`src/rtl/arm_cond_pkg.sv`:
```
// Shared encodings for ARM condition evaluation in the EXE stage:
// cond field codes, CPSR flag bit positions and the EXE controller FSM states.
package arm_cond_pkg;

    localparam logic [3:0] COND_EQ = 4'b0000;
    localparam logic [3:0] COND_NE = 4'b0001;
    localparam logic [3:0] COND_CS = 4'b0010;
    localparam logic [3:0] COND_CC = 4'b0011;
    localparam logic [3:0] COND_MI = 4'b0100;
    localparam logic [3:0] COND_PL = 4'b0101;
    localparam logic [3:0] COND_VS = 4'b0110;
    localparam logic [3:0] COND_VC = 4'b0111;
    localparam logic [3:0] COND_HI = 4'b1000;
    localparam logic [3:0] COND_LS = 4'b1001;
    localparam logic [3:0] COND_GE = 4'b1010;
    localparam logic [3:0] COND_LT = 4'b1011;
    localparam logic [3:0] COND_GT = 4'b1100;
    localparam logic [3:0] COND_LE = 4'b1101;
    localparam logic [3:0] COND_AL = 4'b1110;
    localparam logic [3:0] COND_NV = 4'b1111;

    localparam int FLAG_N = 3;
    localparam int FLAG_Z = 2;
    localparam int FLAG_C = 1;
    localparam int FLAG_V = 0;

    typedef enum logic [0:0] {
        ST_RUN    = 1'b0,
        ST_SHADOW = 1'b1
    } exe_state_t;

endpackage

```
`src/rtl/cond_eval.sv`:
```
// Combinational ARM condition check of a cond field against the {N,Z,C,V} flags.
module cond_eval
    import arm_cond_pkg::*;
(
    input  logic [3:0] cond,
    input  logic [3:0] flags,
    output logic       pass
);

    logic n, z, c, v;

    assign n = flags[FLAG_N];
    assign z = flags[FLAG_Z];
    assign c = flags[FLAG_C];
    assign v = flags[FLAG_V];

    always_comb begin
        pass = 1'b0;
        case (cond)
            COND_EQ: pass = z;
            COND_NE: pass = ~z;
            COND_CS: pass = c;
            COND_CC: pass = ~c;
            COND_MI: pass = n;
            COND_PL: pass = ~n;
            COND_VS: pass = v;
            COND_VC: pass = ~v;
            COND_HI: pass = c & ~z;
            COND_LS: pass = ~c | z;
            COND_GE: pass = (n == v);
            COND_LT: pass = (n != v);
            COND_GT: pass = ~z & (n == v);
            COND_LE: pass = z | (n != v);
            COND_AL: pass = 1'b1;
            default: pass = 1'b0;
        endcase
    end

endmodule

```
`src/rtl/exe_cond_ctrl.sv`:
```
// EXE-stage conditional-execution controller: CPSR flags, enable squashing,
// branch flush sequencing and executed/squashed debug counters.
module exe_cond_ctrl
    import arm_cond_pkg::*;
#(
    parameter int FLUSH_CYCLES = 2,
    parameter int CNT_W        = 16
) (
    input  logic             clk,
    input  logic             rst,
    input  logic             freeze,
    input  logic             valid_in,
    input  logic [3:0]       cond_in,
    input  logic             s_in,
    input  logic             wb_en_in,
    input  logic             mem_r_en_in,
    input  logic             mem_w_en_in,
    input  logic             b_in,
    input  logic [3:0]       alu_status,
    output logic [3:0]       status,
    output logic             exec_ok,
    output logic             wb_en_out,
    output logic             mem_r_en_out,
    output logic             mem_w_en_out,
    output logic             branch_taken,
    output logic             flush,
    output logic [CNT_W-1:0] exec_cnt,
    output logic [CNT_W-1:0] squash_cnt
);

    localparam logic [3:0] SHADOW_LOAD = 4'(FLUSH_CYCLES - 1);

    exe_state_t       state_q, state_d;
    logic [3:0]       cnt_q, cnt_d;
    logic [3:0]       status_q, status_d;
    logic [CNT_W-1:0] exec_cnt_q, exec_cnt_d;
    logic [CNT_W-1:0] squash_cnt_q, squash_cnt_d;
    logic             pass;

    cond_eval u_cond_eval (
        .cond  (cond_in),
        .flags (status_q),
        .pass  (pass)
    );

    always_ff @(posedge clk) begin
        if (rst) begin
            state_q      <= ST_RUN;
            cnt_q        <= '0;
            status_q     <= '0;
            exec_cnt_q   <= '0;
            squash_cnt_q <= '0;
        end else begin
            state_q      <= state_d;
            cnt_q        <= cnt_d;
            status_q     <= status_d;
            exec_cnt_q   <= exec_cnt_d;
            squash_cnt_q <= squash_cnt_d;
        end
    end

    // Next state: a taken branch opens a shadow window of FLUSH_CYCLES-1 cycles.
    always_comb begin
        state_d = state_q;
        cnt_d   = cnt_q;
        if (!freeze) begin
            case (state_q)
                ST_RUN: begin
                    if (branch_taken && (FLUSH_CYCLES > 1)) begin
                        state_d = ST_SHADOW;
                        cnt_d   = SHADOW_LOAD;
                    end
                end
                ST_SHADOW: begin
                    if (cnt_q <= 4'd1) begin
                        state_d = ST_RUN;
                        cnt_d   = '0;
                    end else begin
                        cnt_d = cnt_q - 4'd1;
                    end
                end
                default: begin
                    state_d = ST_RUN;
                    cnt_d   = '0;
                end
            endcase
        end
    end

    always_comb begin
        exec_ok      = valid_in & pass & (state_q == ST_RUN);
        wb_en_out    = wb_en_in & exec_ok;
        mem_r_en_out = mem_r_en_in & exec_ok;
        mem_w_en_out = mem_w_en_in & exec_ok;
        branch_taken = b_in & exec_ok & ~freeze;
        flush        = branch_taken | ((state_q == ST_SHADOW) & ~freeze);
    end

    always_comb begin
        status_d     = status_q;
        exec_cnt_d   = exec_cnt_q;
        squash_cnt_d = squash_cnt_q;
        if (!freeze) begin
            if (exec_ok && s_in) begin
                status_d = alu_status;
            end
            if (valid_in) begin
                if (exec_ok) begin
                    exec_cnt_d = exec_cnt_q + CNT_W'(1);
                end else begin
                    squash_cnt_d = squash_cnt_q + CNT_W'(1);
                end
            end
        end
    end

    assign status     = status_q;
    assign exec_cnt   = exec_cnt_q;
    assign squash_cnt = squash_cnt_q;

endmodule

```
`config.mk`:
```
export PLATFORM = sky130hd
export DESIGN_NAME = exe_cond_ctrl
export DESIGN_NICKNAME = d
export VERILOG_FILES = /design/src/rtl/arm_cond_pkg.sv /design/src/rtl/cond_eval.sv /design/src/rtl/exe_cond_ctrl.sv
export SDC_FILE = /design/constraint.sdc
export NUM_CORES = 1
export LEC_CHECK = 0
export BUFFER_PORTS_ARGS = -buffer_cell sky130_fd_sc_hd__buf_4
export CORE_UTILIZATION = 58
export CTS_CLUSTER_DIAMETER = 60
export CTS_CLUSTER_SIZE = 14
export DETAILED_ROUTE_END_ITERATION = 10
export PLACE_DENSITY = 0.85
export SLEW_MARGIN = 40
export SYNTH_ARGS = -nofsm -noshare
export SYNTH_HDL_FRONTEND = slang
export SYNTH_SLANG_ARGS = --single-unit
```
`constraint.sdc`:
```
create_clock -name clk -period 6.2 [get_ports clk]
set_input_delay 0.93 -clock clk [delete_from_list [all_inputs] [get_ports clk]]
set_output_delay 0.93 -clock clk [all_outputs]
set_load 0.1 [all_outputs]
```
==> metrics.md, run 1 <==
| Metric | Value |
|---|---|
| Vias in the first global route | ~2100 |
| Largest net degree at the start of global routing | 49 |
| Core area | 4140 µm² |
| Die boundary height | 68.6 µm |
| Count of warnings emitted by yosys | 0 |
| Number of distinct library cells after synthesis | 55 |
| Share of layout cells above drive strength 1 | 24.1% |
| Detailed router's first-iteration violation count | 85 |
| Sum of negative setup slack | 0 ns |
| Gates resized, CTS repair | 0 |
| Total power | 551 µW |
| TritonCTS clock tree | done |
| Fin crit share | 67.3% |
| Vias | 2456 |
| Total power per unit cell area | ~180 nW/µm² |
| Final hold violations | 0 |
| IR drop worst, VDD | around 0.19 mV |
| Buffer depth of the longest clock path | 2 |
| Final Slew Violations | 0 |
| Post-Synthesis Cells | 307 |
| Post-CTS setup buffers | 0 |
| Nets | 370 |
| Number of antenna violations at the first check in global routing | 0 |
| Number of primary I/O pins | between 50 and 60 |
| Reg clk slew, reported paths | 0.07 ns |
| Die footprint | 4710 µm² |
| Status | finished, final reports clean |
| Nature of the critical path endpoint | output pin |
| Syn avg cell area | around 8.4 µm² |
| Mean number of vias per cell | approximately 6.2 |
| Number of diodes | 0 |
| Residual DRC count | 0 |
| Tot GR Track Use | 25.7% |
| Clock Skew | approximately 0.0039 ns |
| Static Leakage | 1.24 nW |
| Total standard cell area after synthesis | ~2600 µm² |
| Number of clock sinks seen by CTS | 41 |
| Data required time of the worst path | 5.27 ns |
| Post-synth net total | approximately 330 |
| Number of synthesized register bits | between 40 and 50 |
| Worst-margin pin slew | 0.732 ns |
| Most common cell after layout, fill and taps aside | sky130_fd_sc_hd__buf_4 |
| Startpoint type of the worst setup path | input port |
| IO Port Bufs | between 50 and 60 |
| First-pass iteration count of the detailed router | 6 |
| Routed WL per cell | ~15 µm |
| Number of buffers created by CTS | 5 |
| Commonest cells after routing, fill and taps aside | sky130_fd_sc_hd__buf_4, sky130_fd_sc_hd__dfxtp_1, sky130_fd_sc_hd__nor2_1, sky130_fd_sc_hd__nand2_1, sky130_fd_sc_hd__nor2b_1 |
| Setup violation total in the final timing report | 0 |
| Remaining max-slew budget at the tightest pin | roughly half |
| Arrival time of data at the critical path endpoint | between 3 and 4 ns |
| Source-to-sink clock delay at the later pin of the worst-skew pair | approximately 0.29 ns |
| Max-cap viol count | 0 |
| Path category of the worst min-delay check | flop to flop |
| First-pass GRT wire length | 9180 µm |
| Residual overflow from global routing | 0 |
| Post-cts hold buffer count | 0 |
| Type of the setup path with the least slack | input port to output pin |
| FMAX | 240 MHz |
| Post-synth EDFFs | 0 |
| Horizontal die dimension | 68.6 µm |
| Initial standard-cell utilization of the core | 62.2% |
| RSZ-0062 raised after global routing | false |
| Root cell of the clock tree | sky130_fd_sc_hd__clkbuf_8 |
| Drt total wl | 5830 µm |
| Register area share after synthesis | 31.9% |
| Crit path time final | between 4 and 5 ns |
| Antenna-violating nets left | 0 |
| Async set-or-reset flop fraction in the synthesized netlist | 0% |
| H-tree depth | 2 |
| Synth-to-layout area growth | 18.5% |
| Critical path fanouts, max | 20 |
| Standard-cell row count | 23 |
| Dominant register cell in the synthesized netlist | sky130_fd_sc_hd__dfxtp_1 |
| Placed wire-length estimate | 4050 µm |
| Weighted congestion reported at the end of routability-driven placement | 0.861 |
power by group:
part	total (mW)	internal, mW	switching (mW)
combinational	0.105	0.0270	0.0785
sequential	0.270	0.266	0.00381
clock	0.176	0.0883	0.0874
total	0.551	0.381	0.170
flip-flops by register name, indices dropped and copies added, names as in the netlist:
signal / cells
cnt_q: 4
exec_cnt: 16
squash_cnt: 16
state_q: 1
status: 4
final cells by class:
class                           instances  area [µm²]
Tap cell                               50        62.6
Multi-Input combinational cell        232        1600
Fill cell                             333        1090
Timing Repair Buffer                   59         443
Sequential cell                        41         821
Inverter                               10        37.5
Clock buffer                            7        86.3
worst paths after layout:
path | startpoint | to | slack [ns] | cells past startpoint
worst max-delay path | cond_in[3] | flush | 2.03 | 8
worst min-delay path | state_q | state_q | 0.52 | 2
worst max register to register | status[0] | squash_cnt[13] | 3.59 | 6
worst min register to register | state_q | state_q | 0.52 | 2
cells by family after synthesis:
group	share of synthesized area, %
xor+xnor	0.340
flops	31.9
fa+ha+maj	1.94
mux	10.7
compound gates	19.8
simple gates	29.4
buf+inv	5.97
worst max-delay path, cell delays in order:
cell	delay [ns]
sky130_fd_sc_hd__buf_4	0.15
sky130_fd_sc_hd__or4bb_1	0.49
sky130_fd_sc_hd__o211ai_1	0.11
sky130_fd_sc_hd__a221o_1	0.23
sky130_fd_sc_hd__a211o_1	0.52
sky130_fd_sc_hd__a41oi_1	0.34
sky130_fd_sc_hd__nor2_1	0.16
sky130_fd_sc_hd__buf_4	0.30
per-stage QoR:
stage	cells	setup WS [ns]	instance area [µm²]	utilization (%)	hold WS, ns
after floorplan	307	1.61	2580	-	0.480
after global placement	392	2.11	2970	71.6	0.495
final	399	2.03	3050	73.6	0.519
after CTS	399	2.06	3050	73.6	0.520
after detailed placement	392	2.06	2970	71.6	0.508
after global routing	399	1.89	3050	73.6	0.540
routing by layer:
layer	share of wire, %	GRT usage [%]
met1	47	33.0
met2	46	41.7
met3	6.5	6.41
met4	0.62	8.59
met5	0	0
cell usage after synthesis, types with 2 or more instances:
library cell                 n  area share [%]
sky130_fd_sc_hd__o21ai_0     5            0.97
sky130_fd_sc_hd__nor4_1     14             3.4
sky130_fd_sc_hd__mux2_1      6             2.6
sky130_fd_sc_hd__a211o_1     2            0.68
sky130_fd_sc_hd__ha_1        4             1.9
sky130_fd_sc_hd__o41ai_1     2            0.68
sky130_fd_sc_hd__clkbuf_1   17             2.5
sky130_fd_sc_hd__o21a_1      8             2.3
sky130_fd_sc_hd__a2111o_1    2            0.87
sky130_fd_sc_hd__o41a_1      5             2.2
sky130_fd_sc_hd__a2111oi_0   5             1.7
sky130_fd_sc_hd__a21oi_1    12             2.3
sky130_fd_sc_hd__a211oi_1    2            0.58
sky130_fd_sc_hd__a31o_2      2            0.68
sky130_fd_sc_hd__and4_1      4             1.4
sky130_fd_sc_hd__dfxtp_1    41              32
sky130_fd_sc_hd__mux2_2     15             6.6
sky130_fd_sc_hd__inv_1      10             1.5
sky130_fd_sc_hd__and3_1     10             2.4
sky130_fd_sc_hd__nand2_1    22             3.2
sky130_fd_sc_hd__o31a_1      3             1.0
sky130_fd_sc_hd__nor3_1      2            0.39
sky130_fd_sc_hd__nor2b_1    22             5.3
sky130_fd_sc_hd__buf_2       3            0.58
sky130_fd_sc_hd__buf_6       3             1.3
sky130_fd_sc_hd__o211ai_1    2            0.58
sky130_fd_sc_hd__o31ai_1     5             1.5
sky130_fd_sc_hd__or4_1       2            0.58
sky130_fd_sc_hd__nor2_1     25             3.6
sky130_fd_sc_hd__nand3_1    11             2.1
sky130_fd_sc_hd__nand4_1    12             2.9
sky130_fd_sc_hd__mux2i_1     4             1.6
sky130_fd_sc_hd__nand3b_1    3            0.87
No activity file was read; power rests on OpenSTA's default activity.
==> run 2: changes to the inputs <==
--- a/config.mk
+++ b/config.mk
@@ -5,12 +5,13 @@
 export SDC_FILE = /design/constraint.sdc
 export NUM_CORES = 1
 export LEC_CHECK = 0
+export ABC_AREA = 1
 export BUFFER_PORTS_ARGS = -buffer_cell sky130_fd_sc_hd__buf_4
-export CORE_UTILIZATION = 58
+export CORE_UTILIZATION = 49
 export CTS_CLUSTER_DIAMETER = 60
 export CTS_CLUSTER_SIZE = 14
 export DETAILED_ROUTE_END_ITERATION = 10
-export PLACE_DENSITY = 0.85
+export PLACE_DENSITY = 0.77
 export SLEW_MARGIN = 40
 export SYNTH_ARGS = -nofsm -noshare
 export SYNTH_HDL_FRONTEND = slang
==> constraint.sdc (replaced) <==
create_clock -name clk -period 3.5 [get_ports clk]
set_input_delay 0.525 -clock clk [delete_from_list [all_inputs] [get_ports clk]]
set_output_delay 0.525 -clock clk [all_outputs]
set_load 0.1 [all_outputs]
==> metrics.md, run 2 <==
| Metric | Value |
|---|---|
| Share of layout cells above drive strength 1 | 17.6% (was 24.1%) |
| Routed WL per cell | 11.6 µm (was 14.6 µm) |
| Largest cells by area after synthesis | sky130_fd_sc_hd__dfxtp_1, sky130_fd_sc_hd__nand2_1, sky130_fd_sc_hd__nand3_1, sky130_fd_sc_hd__a21oi_1, sky130_fd_sc_hd__xor2_1 (was sky130_fd_sc_hd__dfxtp_1, sky130_fd_sc_hd__mux2_2, sky130_fd_sc_hd__nor2b_1, sky130_fd_sc_hd__nor2_1, sky130_fd_sc_hd__nor4_1) |
| Data required time of the worst path | 2.97 ns (was 5.27 ns) |
| H-tree depth | 2 (unchanged) |
| Commonest cells after routing, fill and taps aside | sky130_fd_sc_hd__nand2_1, sky130_fd_sc_hd__buf_4, sky130_fd_sc_hd__nand3_1, sky130_fd_sc_hd__dfxtp_1 (was sky130_fd_sc_hd__buf_4, sky130_fd_sc_hd__dfxtp_1, sky130_fd_sc_hd__nor2_1, sky130_fd_sc_hd__nand2_1, sky130_fd_sc_hd__nor2b_1) |
| Horizontal die dimension | 74.1 µm (was 68.6 µm) |
| Number of synthesized register bits | 41 (unchanged) |
| Most frequent cell after synthesis | sky130_fd_sc_hd__nand2_1 (was sky130_fd_sc_hd__dfxtp_1) |
| Register area share after synthesis | 32.2% (was 31.9%) |
| Number of buffers created by CTS | 5 (unchanged) |
| Syn avg cell area | 6.53 µm² (was 8.39 µm²) |
| Fin crit share | 74.9% |
| Type of the setup path with the least slack | flop to output pin (was input port to output pin) |
| Number of clock sinks seen by CTS | 41 (unchanged) |
| Minimum setup slack in the final design | 0.877 ns (was 2.03 ns) |
| Post-synth EDFFs | 0 (unchanged) |
| Ranking of synthesized cells by instance count | sky130_fd_sc_hd__nand2_1, sky130_fd_sc_hd__nand3_1, sky130_fd_sc_hd__dfxtp_1 (was sky130_fd_sc_hd__dfxtp_1, sky130_fd_sc_hd__nor2_1, sky130_fd_sc_hd__nand2_1, sky130_fd_sc_hd__nor2b_1, sky130_fd_sc_hd__clkbuf_1) |
| Residual DRC count | 0 (unchanged) |
| Startpoint type of the worst setup path | flop (was input port) |
| Max-cap viol count | 0 (unchanged) |
| Final Slew Violations | 0 (unchanged) |
| Setup violation total in the final timing report | 0 (unchanged) |
| Worst-margin pin slew | 0.599 ns (was 0.732 ns) |
| TritonCTS clock tree | done (unchanged) |
| First-pass GRT wire length | 9930 µm (was 9180 µm) |
| Synth-to-layout area growth | 21.9% (was 18.5%) |
| Post-synth net total | 411 (was 328) |
| Slowest cell on crit path | sky130_fd_sc_hd__dfxtp_1 (was sky130_fd_sc_hd__a211o_1) |
| Number of primary I/O pins | 59 (unchanged) |
| Drt total wl | 5920 µm (was 5830 µm) |
| Remaining max-slew budget at the tightest pin | 59.9% (was 51.2%) |
| Weighted congestion reported at the end of routability-driven placement | 0.918 (was 0.861) |
| Post-synth top area share | 32.2% (was 31.9%) |
| Buffer depth of the longest clock path | 2 (unchanged) |
| Final hold violations | 0 (unchanged) |
| Placed instance area | 3000 µm² (was 2970 µm²) |
| Final instance area | 3100 µm² (was 3050 µm²) |
| IO Port Bufs | 58 (unchanged) |
| First-pass iteration count of the detailed router | 4 (was 6) |
| Count of non-filler cells in the finished layout | 511 (was 399) |
| Total power per unit cell area | 334 nW/µm² (was 180 nW/µm²) |
| Die footprint | 5490 µm² (was 4710 µm²) |
| Status | finished, final reports clean (unchanged) |
| Arrival time of data at the critical path endpoint | 2.10 ns (was 3.24 ns) |
| Nature of the critical path endpoint | output pin (unchanged) |
| Crit path cell chain | inv_1, nand2_1, nand2_1, nand2_1, nand3_1, nand2_1, nor2_2, nand2_2, nand4_1, inv_1, buf_4 (was buf_4, or4bb_1, o211ai_1, a221o_1, a211o_1, a41oi_1, nor2_1, buf_4) |
| RSZ-0062 raised after global routing | false (unchanged) |
| Placed wire-length estimate | 4320 µm (was 4050 µm) |
| Initial standard-cell utilization of the core | 52.5% (was 62.2%) |
| Number of cells in the design after placement | 504 (was 392) |
| Detailed router's first-iteration violation count | 115 (was 85) |
| Residual overflow from global routing | 0 (unchanged) |
| Critical path fanouts, max | 11 (was 20) |
| FMAX | approximately 380 MHz |
| Source-to-sink clock delay at the later pin of the worst-skew pair | 0.29 ns (about the same) |
| Pre-CTS setup slack | 0.968 ns (was 2.06 ns) |
| IR drop worst, VDD | 0.238 mV (was 0.190 mV) |
| Clock Skew | 0.00585 ns (was 0.00389 ns) |
| Crit path time final | 2.62 ns |
| Tot GR Track Use | 22.9% (was 25.7%) |
| Nets | 465 (was 370) |
| Root cell of the clock tree | sky130_fd_sc_hd__clkbuf_8 (unchanged) |
| Path category of the worst min-delay check | input port to flop (was flop to flop) |
| Gates resized, CTS repair | 0 (unchanged) |
| Leading area contributor after synthesis | sky130_fd_sc_hd__dfxtp_1 (unchanged) |
| Largest net degree at the start of global routing | 34 (was 49) |
| Async set-or-reset flop fraction in the synthesized netlist | 0% (unchanged) |
| Sum of negative setup slack | 0 ns (unchanged) |
| Post-cts hold buffer count | 0 (unchanged) |
| Count of warnings emitted by yosys | 0 (unchanged) |
| Die boundary height | 74.1 µm (was 68.6 µm) |
| Vias | 2618 (was 2456) |
| Vias in the first global route | 2269 (was 2082) |
| Post-CTS setup buffers | 0 (unchanged) |
| Reg clk slew, reported paths | 0.07 ns (about the same) |
| Post-Synthesis Cells | 390 (was 307) |
| Number of distinct library cells after synthesis | 28 (was 55) |
| Total standard cell area after synthesis | 2550 µm² (was 2580 µm²) |
| CP dominant cell by count | sky130_fd_sc_hd__nand2_1 (was sky130_fd_sc_hd__buf_4) |
| Most common cell after layout, fill and taps aside | sky130_fd_sc_hd__nand2_1 (was sky130_fd_sc_hd__buf_4) |
| Dominant register cell in the synthesized netlist | sky130_fd_sc_hd__dfxtp_1 (unchanged) |
| Static Leakage | 1.37 nW (was 1.24 nW) |
| Antenna-violating nets left | 0 (unchanged) |
| Number of antenna violations at the first check in global routing | 0 (unchanged) |
| Core area | 4850 µm² (was 4140 µm²) |
| Mean number of vias per cell | 5.12 (was 6.16) |
| Worst path max stage delay | 0.40 ns (was 0.52 ns) |
| Standard-cell row count | 25 (was 23) |
| Number of diodes | 0 (unchanged) |
| Final Util | 64.0% (was 73.6%) |
[run 2: worst paths after layout]
kind	start	endpoint	slack [ns]	cells past startpoint
worst max-delay path	status[0]	branch_taken	0.88	11
worst min-delay path	alu_status[3]	status[3]	0.45	3
worst max register to register	status[0]	exec_cnt[13]	1.64	14
worst min register to register	exec_cnt[15]	exec_cnt[15]	0.50	2
[run 2: power by group]
group | internal (mW) | switching [mW] | total (mW) | leakage, nW
logic | 0.0478 | 0.138 | 0.185 | 0.984
registers | 0.473 | 0.00749 | 0.481 | 0.331
clock network | 0.207 | 0.163 | 0.370 | 0.0540
total | 0.728 | 0.308 | 1.04 | 1.37
[run 2: routing by layer]
layer	global-route usage [%]	routed length (µm)	part of all wire, %	vias to the layer above
met4	8.55	76	1.3	0
met3	5.01	343	5.8	7
li1	-	-	-	1375
met1	30.6	2830	48	1164
met2	36.4	2680	45	72
met5	0	0	0	-
[run 2: cell type report]
| class | count | area, µm² |
|---|---|---|
| flip-flops and latches | 41 | 821 |
| repair buffers | 60 | 450 |
| fillers | 454 | 1740 |
| inverters | 43 | 164 |
| clock inverters | 2 | 35.0 |
| clock buffers | 5 | 68.8 |
| well taps | 67 | 83.8 |
| multi-input cells | 293 | 1480 |
[run 2: per-stage QoR]
stage | hold WS [ns] | total power, mW
2_1_floorplan | 0.515 | 0.638
3_3_place_gp | 0.481 | 0.675
3_5_place_dp | 0.491 | 0.677
4_1_cts | 0.447 | 1.05
5_1_grt | 0.461 | 1.08
6_report | 0.453 | 1.04
[run 2: logic make-up after synthesis]
group	Yosys count	share of synthesized area, %
xor gates and xnor gates	27	9.29
and+or+nand+nor	219	37.8
AOI/OAI and AO/OA	43	9.09
DFF	41	32.2
adders and majority gates	4	1.97
buffers and inverters	56	9.58
[run 2: critical path, delay by kind of cell, from the launching register on]
kind | cells | cell delay (ns)
simple gates | 8 | 0.86
buf+inv | 3 | 0.55
flops | 1 | 0.40
